$ cat src/rtl/uart_tx_fifo_if.sv
// -----------------------------------------------------------------------------
// uart_tx_fifo_if
// Purpose : Bundles the signals around uart_tx_fifo. On one side is the
//           mem_ctl write and status path. On the other side is the uart_tx
//           start strobe, data byte and busy handshake.
// Modports:
//   slave  - the FIFO itself (drives status and the uart_tx strobe/data).
//   master - the surroundings (mem_ctl writes and flush, uart_tx busy).
// Signals :
//   wr_en, wr_data, flush           - push / discard requests from mem_ctl
//   full, empty, level, overflow    - registered status back to mem_ctl
//   uart_tx_en, uart_tx_data        - one-cycle start strobe and byte to uart_tx
//   uart_tx_busy                    - uart_tx frame in progress
//   drop_count                      - present only when UART_TX_FIFO_STATS_EN
//                                     is defined
// -----------------------------------------------------------------------------
interface uart_tx_fifo_if #(
   parameter int DEPTH_LOG2 = 4
);
   logic                  wr_en;
   logic [7:0]            wr_data;
   logic                  flush;
   logic                  full;
   logic                  empty;
   logic [DEPTH_LOG2:0]   level;
   logic                  overflow;
   logic                  uart_tx_en;
   logic [7:0]            uart_tx_data;
   logic                  uart_tx_busy;
`ifdef UART_TX_FIFO_STATS_EN
   logic [7:0]            drop_count;
`endif

   modport slave (
      input  wr_en, wr_data, flush, uart_tx_busy,
      output full, empty, level, overflow, uart_tx_en, uart_tx_data
`ifdef UART_TX_FIFO_STATS_EN
      , output drop_count
`endif
   );

   modport master (
      output wr_en, wr_data, flush, uart_tx_busy,
      input  full, empty, level, overflow, uart_tx_en, uart_tx_data
`ifdef UART_TX_FIFO_STATS_EN
      , input drop_count
`endif
   );
endinterface

$ cat src/rtl/uart_tx_fifo.sv
// -----------------------------------------------------------------------------
// uart_tx_fifo
// Purpose : Byte FIFO between the mem_ctl UART data-register write strobe and
//           the uart_tx serializer. Writes are queued and do not wait for
//           uart_tx. A small FSM starts one uart_tx frame per queued byte.
// Ports   :
//   clk  - system clock; all logic updates on the rising edge
//   rst  - synchronous reset, active high
//   bus  - uart_tx_fifo_if.slave. It carries the mem_ctl write and flush
//          inputs, the registered full/empty/level/overflow status, and the
//          uart_tx_en/uart_tx_data/uart_tx_busy handshake.
// Options : Define UART_TX_FIFO_STATS_EN to add bus.drop_count. This is an
//           8-bit saturating count of rejected pushes, cleared by rst and by
//           flush.
// -----------------------------------------------------------------------------
module uart_tx_fifo #(
   parameter int DEPTH      = 16,
   parameter int DEPTH_LOG2 = 4
) (
   input  logic           clk,
   input  logic           rst,
   uart_tx_fifo_if.slave  bus
);

   localparam int LEVEL_W = DEPTH_LOG2 + 1;
   localparam logic [DEPTH_LOG2-1:0] PTR_ONE   = DEPTH_LOG2'(1);
   localparam logic [LEVEL_W-1:0]    LEVEL_ONE = LEVEL_W'(1);
   localparam logic [LEVEL_W-1:0]    LEVEL_MAX = LEVEL_W'(DEPTH);

   typedef enum logic [1:0] {
      IDLE,
      WAIT_BUSY,
      WAIT_DONE
   } state_t;

   logic [7:0]            mem [DEPTH];
   logic [DEPTH_LOG2-1:0] wr_ptr_reg;
   logic [DEPTH_LOG2-1:0] rd_ptr_reg;
   logic [LEVEL_W-1:0]    level_reg;
   logic [LEVEL_W-1:0]    level_next;
   logic                  full_reg;
   logic                  empty_reg;
   logic                  overflow_reg;
   logic                  tx_en_reg;
   logic [7:0]            tx_data_reg;
   state_t                state_reg;
   state_t                state_next;
   logic [1:0]            tmo_reg;
   logic [1:0]            tmo_next;
   logic                  push;
   logic                  drop;
   logic                  launch;

   // full is the registered flag. A push against a full FIFO is dropped even
   // when a launch frees a slot in the same cycle. flush overrides everything.
   assign push = bus.wr_en && !full_reg && !bus.flush;
   assign drop = bus.wr_en &&  full_reg && !bus.flush;

   // ---------------------------------------------------------------------------
   // Launch FSM: next state and launch decision
   // ---------------------------------------------------------------------------
   always_comb begin
      state_next = state_reg;
      tmo_next   = tmo_reg;
      launch     = 1'b0;
      case (state_reg)
         IDLE: begin
            // A flush in the same cycle suppresses the launch.
            if (!empty_reg && !bus.uart_tx_busy && !bus.flush) begin
               launch     = 1'b1;
               state_next = WAIT_BUSY;
               tmo_next   = 2'd0;
            end
         end
         WAIT_BUSY: begin
            // If uart_tx never reports busy, treat the byte as sent after
            // three cycles so the queue cannot lock up.
            if (bus.uart_tx_busy) begin
               state_next = WAIT_DONE;
            end else if (tmo_reg == 2'd2) begin
               state_next = IDLE;
            end else begin
               tmo_next = tmo_reg + 2'd1;
            end
         end
         WAIT_DONE: begin
            if (!bus.uart_tx_busy) begin
               state_next = IDLE;
            end
         end
         default: state_next = IDLE;
      endcase
   end

   always_comb begin
      level_next = level_reg;
      case ({push, launch})
         2'b10:   level_next = level_reg + LEVEL_ONE;
         2'b01:   level_next = level_reg - LEVEL_ONE;
         default: level_next = level_reg;
      endcase
   end

   // ---------------------------------------------------------------------------
   // Storage: plain array write, registered read through tx_data_reg
   // ---------------------------------------------------------------------------
   always_ff @(posedge clk) begin
      if (push) begin
         mem[wr_ptr_reg] <= bus.wr_data;
      end
   end

   // ---------------------------------------------------------------------------
   // Pointers, level and status flags
   // ---------------------------------------------------------------------------
   always_ff @(posedge clk) begin
      if (rst || bus.flush) begin
         wr_ptr_reg   <= '0;
         rd_ptr_reg   <= '0;
         level_reg    <= '0;
         full_reg     <= 1'b0;
         empty_reg    <= 1'b1;
         overflow_reg <= 1'b0;
      end else begin
         if (push) begin
            wr_ptr_reg <= wr_ptr_reg + PTR_ONE;
         end
         if (launch) begin
            rd_ptr_reg <= rd_ptr_reg + PTR_ONE;
         end
         level_reg <= level_next;
         full_reg  <= (level_next == LEVEL_MAX);
         empty_reg <= (level_next == '0);
         if (drop) begin
            overflow_reg <= 1'b1;
         end
      end
   end

   // ---------------------------------------------------------------------------
   // FSM state and uart_tx outputs. flush does not touch these, so a frame
   // already in flight completes normally.
   // ---------------------------------------------------------------------------
   always_ff @(posedge clk) begin
      if (rst) begin
         state_reg   <= IDLE;
         tmo_reg     <= 2'd0;
         tx_en_reg   <= 1'b0;
         tx_data_reg <= 8'h00;
      end else begin
         state_reg <= state_next;
         tmo_reg   <= tmo_next;
         tx_en_reg <= launch;
         if (launch) begin
            tx_data_reg <= mem[rd_ptr_reg];
         end
      end
   end

   assign bus.full         = full_reg;
   assign bus.empty        = empty_reg;
   assign bus.level        = level_reg;
   assign bus.overflow     = overflow_reg;
   assign bus.uart_tx_en   = tx_en_reg;
   assign bus.uart_tx_data = tx_data_reg;

`ifdef UART_TX_FIFO_STATS_EN
   logic [7:0] drop_count_reg;

   always_ff @(posedge clk) begin
      if (rst || bus.flush) begin
         drop_count_reg <= 8'h00;
      end else if (drop && (drop_count_reg != 8'hFF)) begin
         drop_count_reg <= drop_count_reg + 8'h01;
      end
   end

   assign bus.drop_count = drop_count_reg;
`endif

endmodule

$ cat src/flat_wrapper.sv
// flat-port wrapper written by rule: the top's interface ports become plain ports
module uart_tx_fifo_flat 
#(
   parameter int DEPTH      = 16,
   parameter int DEPTH_LOG2 = 4
)
  (clk, rst, bus_wr_en, bus_wr_data, bus_flush, bus_uart_tx_busy, bus_full, bus_empty, bus_level, bus_overflow, bus_uart_tx_en, bus_uart_tx_data);
  uart_tx_fifo_if #(.DEPTH_LOG2(DEPTH_LOG2)) bus_i ();
  input  logic clk;
  input  logic rst;
  input wire logic [$bits(bus_i.wr_en)-1:0] bus_wr_en;
  input wire logic [$bits(bus_i.wr_data)-1:0] bus_wr_data;
  input wire logic [$bits(bus_i.flush)-1:0] bus_flush;
  input wire logic [$bits(bus_i.uart_tx_busy)-1:0] bus_uart_tx_busy;
  output wire logic [$bits(bus_i.full)-1:0] bus_full;
  output wire logic [$bits(bus_i.empty)-1:0] bus_empty;
  output wire logic [$bits(bus_i.level)-1:0] bus_level;
  output wire logic [$bits(bus_i.overflow)-1:0] bus_overflow;
  output wire logic [$bits(bus_i.uart_tx_en)-1:0] bus_uart_tx_en;
  output wire logic [$bits(bus_i.uart_tx_data)-1:0] bus_uart_tx_data;
  assign bus_i.wr_en = bus_wr_en;
  assign bus_i.wr_data = bus_wr_data;
  assign bus_i.flush = bus_flush;
  assign bus_i.uart_tx_busy = bus_uart_tx_busy;
  assign bus_full = bus_i.full;
  assign bus_empty = bus_i.empty;
  assign bus_level = bus_i.level;
  assign bus_overflow = bus_i.overflow;
  assign bus_uart_tx_en = bus_i.uart_tx_en;
  assign bus_uart_tx_data = bus_i.uart_tx_data;
  uart_tx_fifo #(.DEPTH(DEPTH), .DEPTH_LOG2(DEPTH_LOG2)) u_core (.clk(clk), .rst(rst), .bus(bus_i));
endmodule
$ cat config.mk
export PLATFORM = sky130hd
export DESIGN_NAME = uart_tx_fifo_flat
export DESIGN_NICKNAME = d
export VERILOG_FILES = /design/src/rtl/uart_tx_fifo_if.sv /design/src/rtl/uart_tx_fifo.sv /design/src/flat_wrapper.sv
export SDC_FILE = /design/constraint.sdc
export NUM_CORES = 1
export LEC_CHECK = 0
export CORE_UTILIZATION = 50
export DETAILED_ROUTE_END_ITERATION = 16
export PLACE_DENSITY_LB_ADDON = 0.05
export SETUP_SLACK_MARGIN = 0.5
export SYNTH_ARGS = -nofsm -noshare
export SYNTH_HDL_FRONTEND = slang
export SYNTH_SLANG_ARGS = --single-unit
export TNS_END_PERCENT = 10
$ cat constraint.sdc
create_clock -name clk -period 2.9 [get_ports clk]
set_input_delay 0.435 -clock clk [delete_from_list [all_inputs] [get_ports clk]]
set_output_delay 0.435 -clock clk [all_outputs]
set_load 0.05 [all_outputs]
==> impl_metrics.ini, run 1 <==
[pwr]
p_seq_share_pct = 51.5
p_clk_share_pct = 45.7
ir_drop_mv = 0.5226
comb_power_share_pct = 2.8
intPower_w = 0.003836
power.density_mw_per_mm2 = 627.2
p_sw_w = 0.0009178
leakage_nw = 2.463
swShare_pct = 19.31

[timing]
tns_ps = 0
drv_slew = 0
rsz0062_at_grt = yes
finalSetupViolations = 0
hold_viol = 0
setup_slack_ps = 493.9
finClkSkew_ps = 10.14
fin_crit_sh_pct = 82.97
min_period_ps = 2406
hold-worst-slack_ps = 451.8
slew_headroom_pct = 53.75
fmax_mhz = 415.6
timing_worst_slew_pin_value_ps = 692.7

[final_layout]
synthToLayoutAreaGrowth_pct = 20.61
fillers = 922
final_cell_mix = edfxtp_1, mux4_2, buf_4
largest_register_ffs = 128
final_nets = 444
drive_above_1_share_pct = 27.82
multi_input_area_mm2 = 0.001783
antenna_cells = 0
layout_commonest_cell = edfxtp_1
seqCellArea_mm2 = 0.004441

[die]
dieArea_mm2 = 0.01302
initial_core_util_pct = 51.88
die_y_um = 114.1
die_w_um = 114.1
rows = 40
core-area_mm2 = 0.01211
pin_count = 30

[hold_path]
holdPathEnd = u_core.bus.uart_tx_data[3]
hp-start = u_core.bus.uart_tx_data[3]
hold_depth = 2
worstHoldPathType = reg -> reg

[critical_path]
arrival_ps = 2700
path_class = reg -> reg
worstPathMaxFanout = 3
critPathLaunch = u_core.state_reg[1]
worstRegToRegCells = 11
crit_chain = nor3_4 -> and3_4 -> xor2_2 -> ha_2 -> a21o_1 -> and4_4 -> or3_4 -> a221oi_4 -> buf_4 -> xnor2_2 -> nor3_2
r2r_end = u_core.bus.full
worst_setup_path_end_kind = flip-flop
crit_required_ps = 3190
crit_family = simple AND/OR/NAND/NOR gates
r2r_start = u_core.state_reg[1]
worst-r2r-setup-slack_ps = 490
critical-path-max-stage-delay_ps = 360
slowest_stage = dfxtp_4
worst-path-buf-inv = 1
start_kind = flip-flop

[yosys]
yosysSeqAreaShare_pct = 70.41
synth_nets = 381
async_flop_share_pct = 0
synth.avg_cell_area_um2 = 17.50
synth_cell_types = 39
netlist_area_mm2 = 0.006284
synthCells = 359
synthFlopType = edfxtp_1
synth-seq-cells = 157
yosysWarnings = 0
synth_enable_flop_cells = 128

[drt]
drt.antenna.violating_nets = 0
drc = 0
via_per_inst = 5.371
drt_iter0_markers = 223
wl_per_cell_um = 19.40
drt_wl_total_um = 11700
vias = 3239
firstDrtPassIters = 4

[clock_tree]
cts_root_buf = clkbuf_16
cts_tree = yes
cts_sinks = 157
clk_pin_slew_worst_paths_ps = 60
insertion_delay_ps = 420
cts_buffer_depth = 2
htreeDepth = 4
cts_buffers = 17

[global_route]
grt_overflow = 0
grt_usage_pct = 20.36
grt_pass1_wl_um = 18450
grt_pass1_vias = 3255
grt_max_degree = 36
antenna_found_initial = 0

[placed_design]
place.gp.congestion = 0.8149
dp_hpwl_um = 7756
numPortBuffers = 29
post-place-ws_ps = -113.0

[job]
maxCapViolCount = 0

[status]
status = completed
==> Yosys cell counts (2+ instances only) <==
master / instances / area, um2
xnor2_1: 5 / 43.79
nand2_1: 29 / 108.9
a21oi_1: 14 / 70.07
a31oi_1: 3 / 18.77
and4_1: 2 / 17.52
nor3_1: 7 / 35.03
buf_4: 3 / 22.52
and3_1: 2 / 12.51
mux2i_1: 4 / 40.04
clkbuf_1: 10 / 37.54
nor3b_1: 2 / 15.01
ha_1: 9 / 112.6
nand2b_1: 6 / 37.54
edfxtp_1: 128 / 3844
buf_1: 4 / 15.01
dfxtp_1: 29 / 580.6
inv_1: 6 / 22.52
xor2_1: 5 / 43.79
nand4_1: 3 / 18.77
nor2_1: 30 / 112.6
mux4_2: 40 / 900.9
==> layer usage <==
metal,wire (um),GRT usage (%),part of all wire [%]
met5,0,0,0
met4,146,6.840,1.2
met3,482,6.194,4.1
met2,5691,31.96,49
met1,5380,27.41,46
==> through the flow <==
step / cells / area (um2) / total power (W) / util, %
5_1_grt: 603 / 7579 / 0.004897 / 62.57
3_3_place_gp: 568 / 6957 / 0.002627 / 57.44
6_report: 603 / 7579 / 0.004753 / 62.57
4_1_cts: 602 / 7552 / 0.004794 / 62.36
2_1_floorplan: 359 / 6324 / 0.002558 / -
3_5_place_dp: 568 / 6957 / 0.002631 / 57.44
==> how the worst max path moves through the flow <==
stage	to	cells past startpoint
after floorplan	u_core.bus.empty	11
after global placement	u_core.bus.empty	11
after detailed placement	u_core.bus.empty	12
after CTS	u_core.bus.empty	10
after global routing	u_core.bus.empty	10
final	u_core.bus.full	11
==> layout make-up <==
cell class	count	area share, %
tap	168	2.774
multi-input combinational	177	23.53
clock inverter	13	1.948
clock buffer	19	5.712
inverter	6	0.2972
timing repair buffer	63	7.149
sequential	157	58.59
==> power groups by stage <==
| stage | Sequential, W | Clock (W) | Combinational, W |
|---|---|---|---|
| after floorplan | 0.00251 | 0 | 0.0000527 |
| after global placement | 0.00250 | 0 | 0.000131 |
| after detailed placement | 0.00250 | 0 | 0.000134 |
| after CTS | 0.00245 | 0.00221 | 0.000134 |
| after global routing | 0.00245 | 0.00230 | 0.000145 |
| final | 0.00245 | 0.00217 | 0.000133 |
==> worst register-to-register path: cells and delay by family (launching register included) <==
kind,cells,cell delay [ps]
XOR/XNOR,2,170
buffers and inverters,1,170
AO/OA/AOI/OAI,2,450
adder cells (fa/ha/maj),1,190
AND/OR/NAND/NOR,5,960
flip-flops,1,360
==> cell families after synthesis <==
logic type / share of synthesized area (%)
flops: 70.41
simple gates: 6.950
mux: 14.97
buf+inv: 1.812
compound gates: 2.669
xor+xnor: 1.394
fa+ha+maj: 1.792
==> what timing repair did <==
item                                   CTS  global route
hold buffers                             0             0
pin swaps                                4             4
setup endpoints to repair                3             3
resized for setup                        5             4
endpoints found under the hold margin    0             0
buffers inserted                         2             1
Power figures use the tool's default switching activity.
==> inputs of run 2 (changes only) <==
==> constraint.sdc (replaced) <==
create_clock -name clk -period 2.4 [get_ports clk]
set_input_delay 0.36 -clock clk [delete_from_list [all_inputs] [get_ports clk]]
set_output_delay 0.36 -clock clk [all_outputs]
set_load 0.05 [all_outputs]
==> run 2 against run 1 <==
Combinational power rose by 29%. Setup slack got worse by 490 ps. Die area did not move. Maximum frequency rose by 0.53%. First-iteration DRC count rose by 23%. Wire length rose by 1.1%.
==> impl_metrics.ini, run 2 (synthesis results as in run 1) <==
[timing]
drv_slew = 0
finalSetupViolations = 0
hold_viol = 0
rsz0062_at_grt = yes
timing_worst_slew_pin_value_ps = 553.7
hold-worst-slack_ps = 392.9
min_period_ps = 2394
slew_headroom_pct = 62.97
tns_ps = 0
fmax_mhz = 417.8
fin_crit_sh_pct = 99.73
finClkSkew_ps = 6.071

[hold_path]
hold_depth = 3
worstHoldPathType = in -> reg

[drt]
drt_wl_total_um = 11830
drt_iter0_markers = 275
wl_per_cell_um = 19.30
via_per_inst = 5.375
vias = 3295
drt.antenna.violating_nets = 0
firstDrtPassIters = 4
drc = 0

[die]
core-area_mm2 = 0.01211
die_y_um = 114.1
die_w_um = 114.1
pin_count = 30
rows = 40
initial_core_util_pct = 51.88
dieArea_mm2 = 0.01302

[global_route]
grt_overflow = 0
grt_usage_pct = 20.17
grt_max_degree = 36
grt_pass1_vias = 3305
grt_pass1_wl_um = 18490
antenna_found_initial = 0

[critical_path]
worst_setup_path_end_kind = flip-flop
crit_required_ps = 2700
worstRegToRegCells = 11
start_kind = flip-flop
path_class = reg -> reg
worstPathMaxFanout = 3
arrival_ps = 2700

[clock_tree]
insertion_delay_ps = 420
clk_pin_slew_worst_paths_ps = 60
cts_buffer_depth = 2
cts_sinks = 157
cts_tree = yes
hold_buffers = 0
htreeDepth = 4
cts_root_buf = clkbuf_16
cts_buffers = 17

[placed_design]
placed_cells = 578
dp_hpwl_um = 7938
place.gp.congestion = 0.8625
numPortBuffers = 29

[job]
maxCapViolCount = 0

[final_layout]
layout_commonest_cell = edfxtp_1
largest_register_ffs = 128
synthToLayoutAreaGrowth_pct = 23.28
fin_cells = 613
drive_above_1_share_pct = 32.81
fin_util_pct = 63.96
antenna_cells = 0
final_cell_mix = edfxtp_1, buf_4, mux4_2
final_nets = 454

[pwr]
power.total_w = 0.005714
leakage_nw = 2.770
ir_drop_mv = 0.5395
power.density_mw_per_mm2 = 737.6

[status]
status = completed
-- run 2: changes by cell type in the layout (fill, tap and decap cells not counted), sizes merged, moves of 2 or more --
cell and delta:
clkdlybuf4s50 -16, dlymetal6s2s +13, buf +10, dlygate4sd2 +3, clkinvlp +2
-- run 2: final cells by class --
type | count | area, um2
inverters | 6 | 22.52
repair buffers | 73 | 683.2
well taps | 168 | 210.2
clock inverters | 14 | 145.1
multi-input cells | 177 | 1821
clock buffers | 18 | 429.2
fillers | 899 | 4365
flip-flops and latches | 157 | 4436
-- run 2: worst paths after layout --
path | start | endpoint | slack [ps]
max | u_core.bus.full | u_core.bus.full | 6
min | bus_wr_en | u_core.bus.overflow | 390
max reg2reg | u_core.bus.full | u_core.bus.full | 6
min reg2reg | u_core.bus.uart_tx_data[3] | u_core.bus.uart_tx_data[3] | 450
-- run 2: metal layers --
metal  GRT usage [%]  up-vias  routed length (um)
li1                -     1541                   -
met1           26.71     1672                5282
met2           32.24       67                5888
met3           5.347       15                 450
met4           7.792        0                 211
met5               0        -                   0
-- run 2: where the power goes --
group          internal (W)  switching [W]  leakage (nW)
logic             0.0000706       0.000101          1.12
clock network       0.00153        0.00106         0.264
registers           0.00295     0.00000602          1.39
-- run 2: worst max-delay path, cell delays in order, from the launching register on --
cell	delay, ps
dfxtp_4	350
nand2b_4	150
and3_4	180
xor2_1	140
ha_2	180
a21o_1	160
and4_4	190
or3_4	340
a221oi_4	270
buf_4	170
xnor2_2	110
nor3_2	50
-- run 2: stage by stage --
step / area, um2 / setup slack, ps
after global routing: 7746 / -117.9
after CTS: 7655 / -20.77
after floorplan: 6334 / -88.00
after detailed placement: 7079 / -527.3
after global placement: 7079 / -453.5
final: 7746 / 6.479
-- run 2: timing repair --
item / in CTS / in global routing
gates resized for setup: 7 / 27
pin swaps: 3 / 20
setup buffers: 1 / 2
setup endpoints to repair: 30 / 26
==> inputs of run 3 (changes only) <==
--- a/config.mk
+++ b/config.mk
@@ -5,6 +5,7 @@
 export SDC_FILE = /design/constraint.sdc
 export NUM_CORES = 1
 export LEC_CHECK = 0
+export CORE_ASPECT_RATIO = 1.1
 export CORE_UTILIZATION = 50
 export DETAILED_ROUTE_END_ITERATION = 16
 export PLACE_DENSITY_LB_ADDON = 0.05
==> run 3 against run 2 <==
The run now ends with setup timing left. Design area shrank 1.4%. Register-to-register slack worse by 70 ps. Sequential share of layout area increased by 0.85 points. Total power fell by 4.1%. Core utilization fell by 1.1 points. Global-route usage decreased by 0.76 points. Setup slack lost 65 ps. Largest cell class unchanged. Largest power group unchanged.
==> impl_metrics.ini, run 3 (synthesis results as in run 1) <==
[clock_tree]
clk_pin_slew_worst_paths_ps = 60
htreeDepth = 4
cts_tree = yes
cts_root_buf = clkbuf_16
insertion_delay_ps = 410
hold_buffers = 0
cts_buffers = 17
cts_sinks = 157
cts_buffer_depth = 2

[global_route]
grt_pass1_wl_um = 17870
grt_pass1_vias = 3377
grt_max_degree = 36
antenna_found_initial = 0
grt_overflow = 0
grt_usage_pct = 19.41

[critical_path]
arrival_ps = 2750
path_class = reg -> reg
start_kind = flip-flop
critical-path-max-stage-delay_ps = 350
worst_setup_path_end_kind = flip-flop
slowest_stage = dfxtp_4
crit_chain = nand2b_4 -> and3_4 -> xor2_1 -> ha_2 -> a21o_1 -> and4_4 -> or3_4 -> a221oi_4 -> mux2i_1 -> a21oi_1
crit_required_ps = 2690
worst-path-buf-inv = 0
crit_family = simple AND/OR/NAND/NOR gates
worstPathMaxFanout = 3

[placed_design]
dp_hpwl_um = 7879
numPortBuffers = 29
post-place-ws_ps = -559.4
place.gp.congestion = 0.8968

[timing]
hold-worst-slack_ps = 395.7
hold_viol = 0
fmax_mhz = 406.7
finClkSkew_ps = 5.188
setup_slack_ps = -58.88
drv_slew = 0
min_period_ps = 2459
rsz0062_at_grt = yes
fin_crit_sh_pct = 102.5
finalSetupViolations = 1
timing_worst_slew_pin_value_ps = 637.1
slew_headroom_pct = 57.47

[pwr]
leakage_nw = 2.566
ir_drop_mv = 0.6187
power.total_w = 0.005480
p_sw_w = 0.001068
p_clk_share_pct = 42.8
power.density_mw_per_mm2 = 717.8
comb_power_share_pct = 3.2
intPower_w = 0.004412
p_seq_share_pct = 54.0
swShare_pct = 19.49

[final_layout]
final_cell_mix = edfxtp_1, mux4_2, buf_4
fin_util_pct = 62.89
final_nets = 450
fillers = 852
antenna_cells = 0
layout_commonest_cell = edfxtp_1
synthToLayoutAreaGrowth_pct = 21.51
drive_above_1_share_pct = 32.80
largest_register_ffs = 128

[die]
initial_core_util_pct = 51.76
dieArea_mm2 = 0.01302
pin_count = 30
core-area_mm2 = 0.01214
rows = 42
die_y_um = 119.6
die_w_um = 108.9

[status]
status = complete, but fails checks
violations = setup timing

[hold_path]
worstHoldPathType = in -> reg

[drt]
drt_wl_total_um = 11280
drc = 0
drt_iter0_markers = 153
via_per_inst = 5.400
wl_per_cell_um = 19.02
vias = 3202
firstDrtPassIters = 6
drt.antenna.violating_nets = 0

[job]
maxCapViolCount = 0
## run 3: cell count changes in the layout (fill, tap and decap cells not counted), moves of 4 or more
cell / delta
dlymetal6s2s_1: -13
buf_4: -6
a21oi_1: -5
clkinvlp_4: -4
dlygate4sd2_1: +12
a21oi_2: +5
clkinv_2: +5
## run 3: stage by stage
stage	instances	setup TNS, ps	instance area, um2
after CTS	593	-62.69	7584
after floorplan	359	-116.6	6334
after global placement	562	-1352	7059
final	593	-58.88	7635
after global routing	593	-249.3	7635
after detailed placement	562	-1622	7059
## run 3: layout make-up
cell class | count | area [um2] | share of cell area [%]
Clock buffer | 19 | 432.9 | 5.670
Clock inverter | 11 | 78.83 | 1.032
Inverter | 6 | 22.52 | 0.2950
Multi-Input combinational cell | 177 | 1849 | 24.22
Sequential cell | 157 | 4437 | 58.11
Tap cell | 154 | 192.7 | 2.524
Timing Repair Buffer | 69 | 621.8 | 8.145
## run 3: worst paths after layout
check	start	to	slack (ps)	depth (start not counted)
worst min register to register	u_core.bus.overflow	u_core.bus.overflow	470	2
worst max-delay path	u_core.bus.full	u_core.bus.empty	-60	10
worst max register to register	u_core.bus.full	u_core.bus.empty	-60	10
worst min-delay path	bus_wr_en	u_core.bus.overflow	400	3
## run 3: layer usage
| metal | vias to the layer above | part of all wire [%] | global-route usage, % |
|---|---|---|---|
| met5 | - | 0 | 0 |
| met4 | 0 | 2.0 | 8.530 |
| met3 | 16 | 2.4 | 4.183 |
| met2 | 44 | 52 | 31.84 |
| met1 | 1612 | 44 | 24.77 |
| li1 | 1530 | - | - |
## run 3: worst min-delay path, delay by kind of cell
kind,cells,cell delay (ps)
AO/OA/AOI/OAI,1,80
buffers and inverters,1,260
AND/OR/NAND/NOR,1,70
## run 3: what timing repair did
item	4_1_cts	5_1_grt
pin swaps	19	18
endpoints found under the hold margin	0	0
buffers inserted	1	0
endpoints found under the setup margin	29	13
gates resized for setup	27	15
## run 3: power groups by stage
stage / clock [W] / sequential, W / combinational, W
3_3_place_gp: 0 / 0.00302 / 0.000166
4_1_cts: 0.00239 / 0.00296 / 0.000171
2_1_floorplan: 0 / 0.00303 / 0.0000640
3_5_place_dp: 0 / 0.00302 / 0.000171
6_report: 0.00235 / 0.00296 / 0.000173
5_1_grt: 0.00249 / 0.00296 / 0.000189
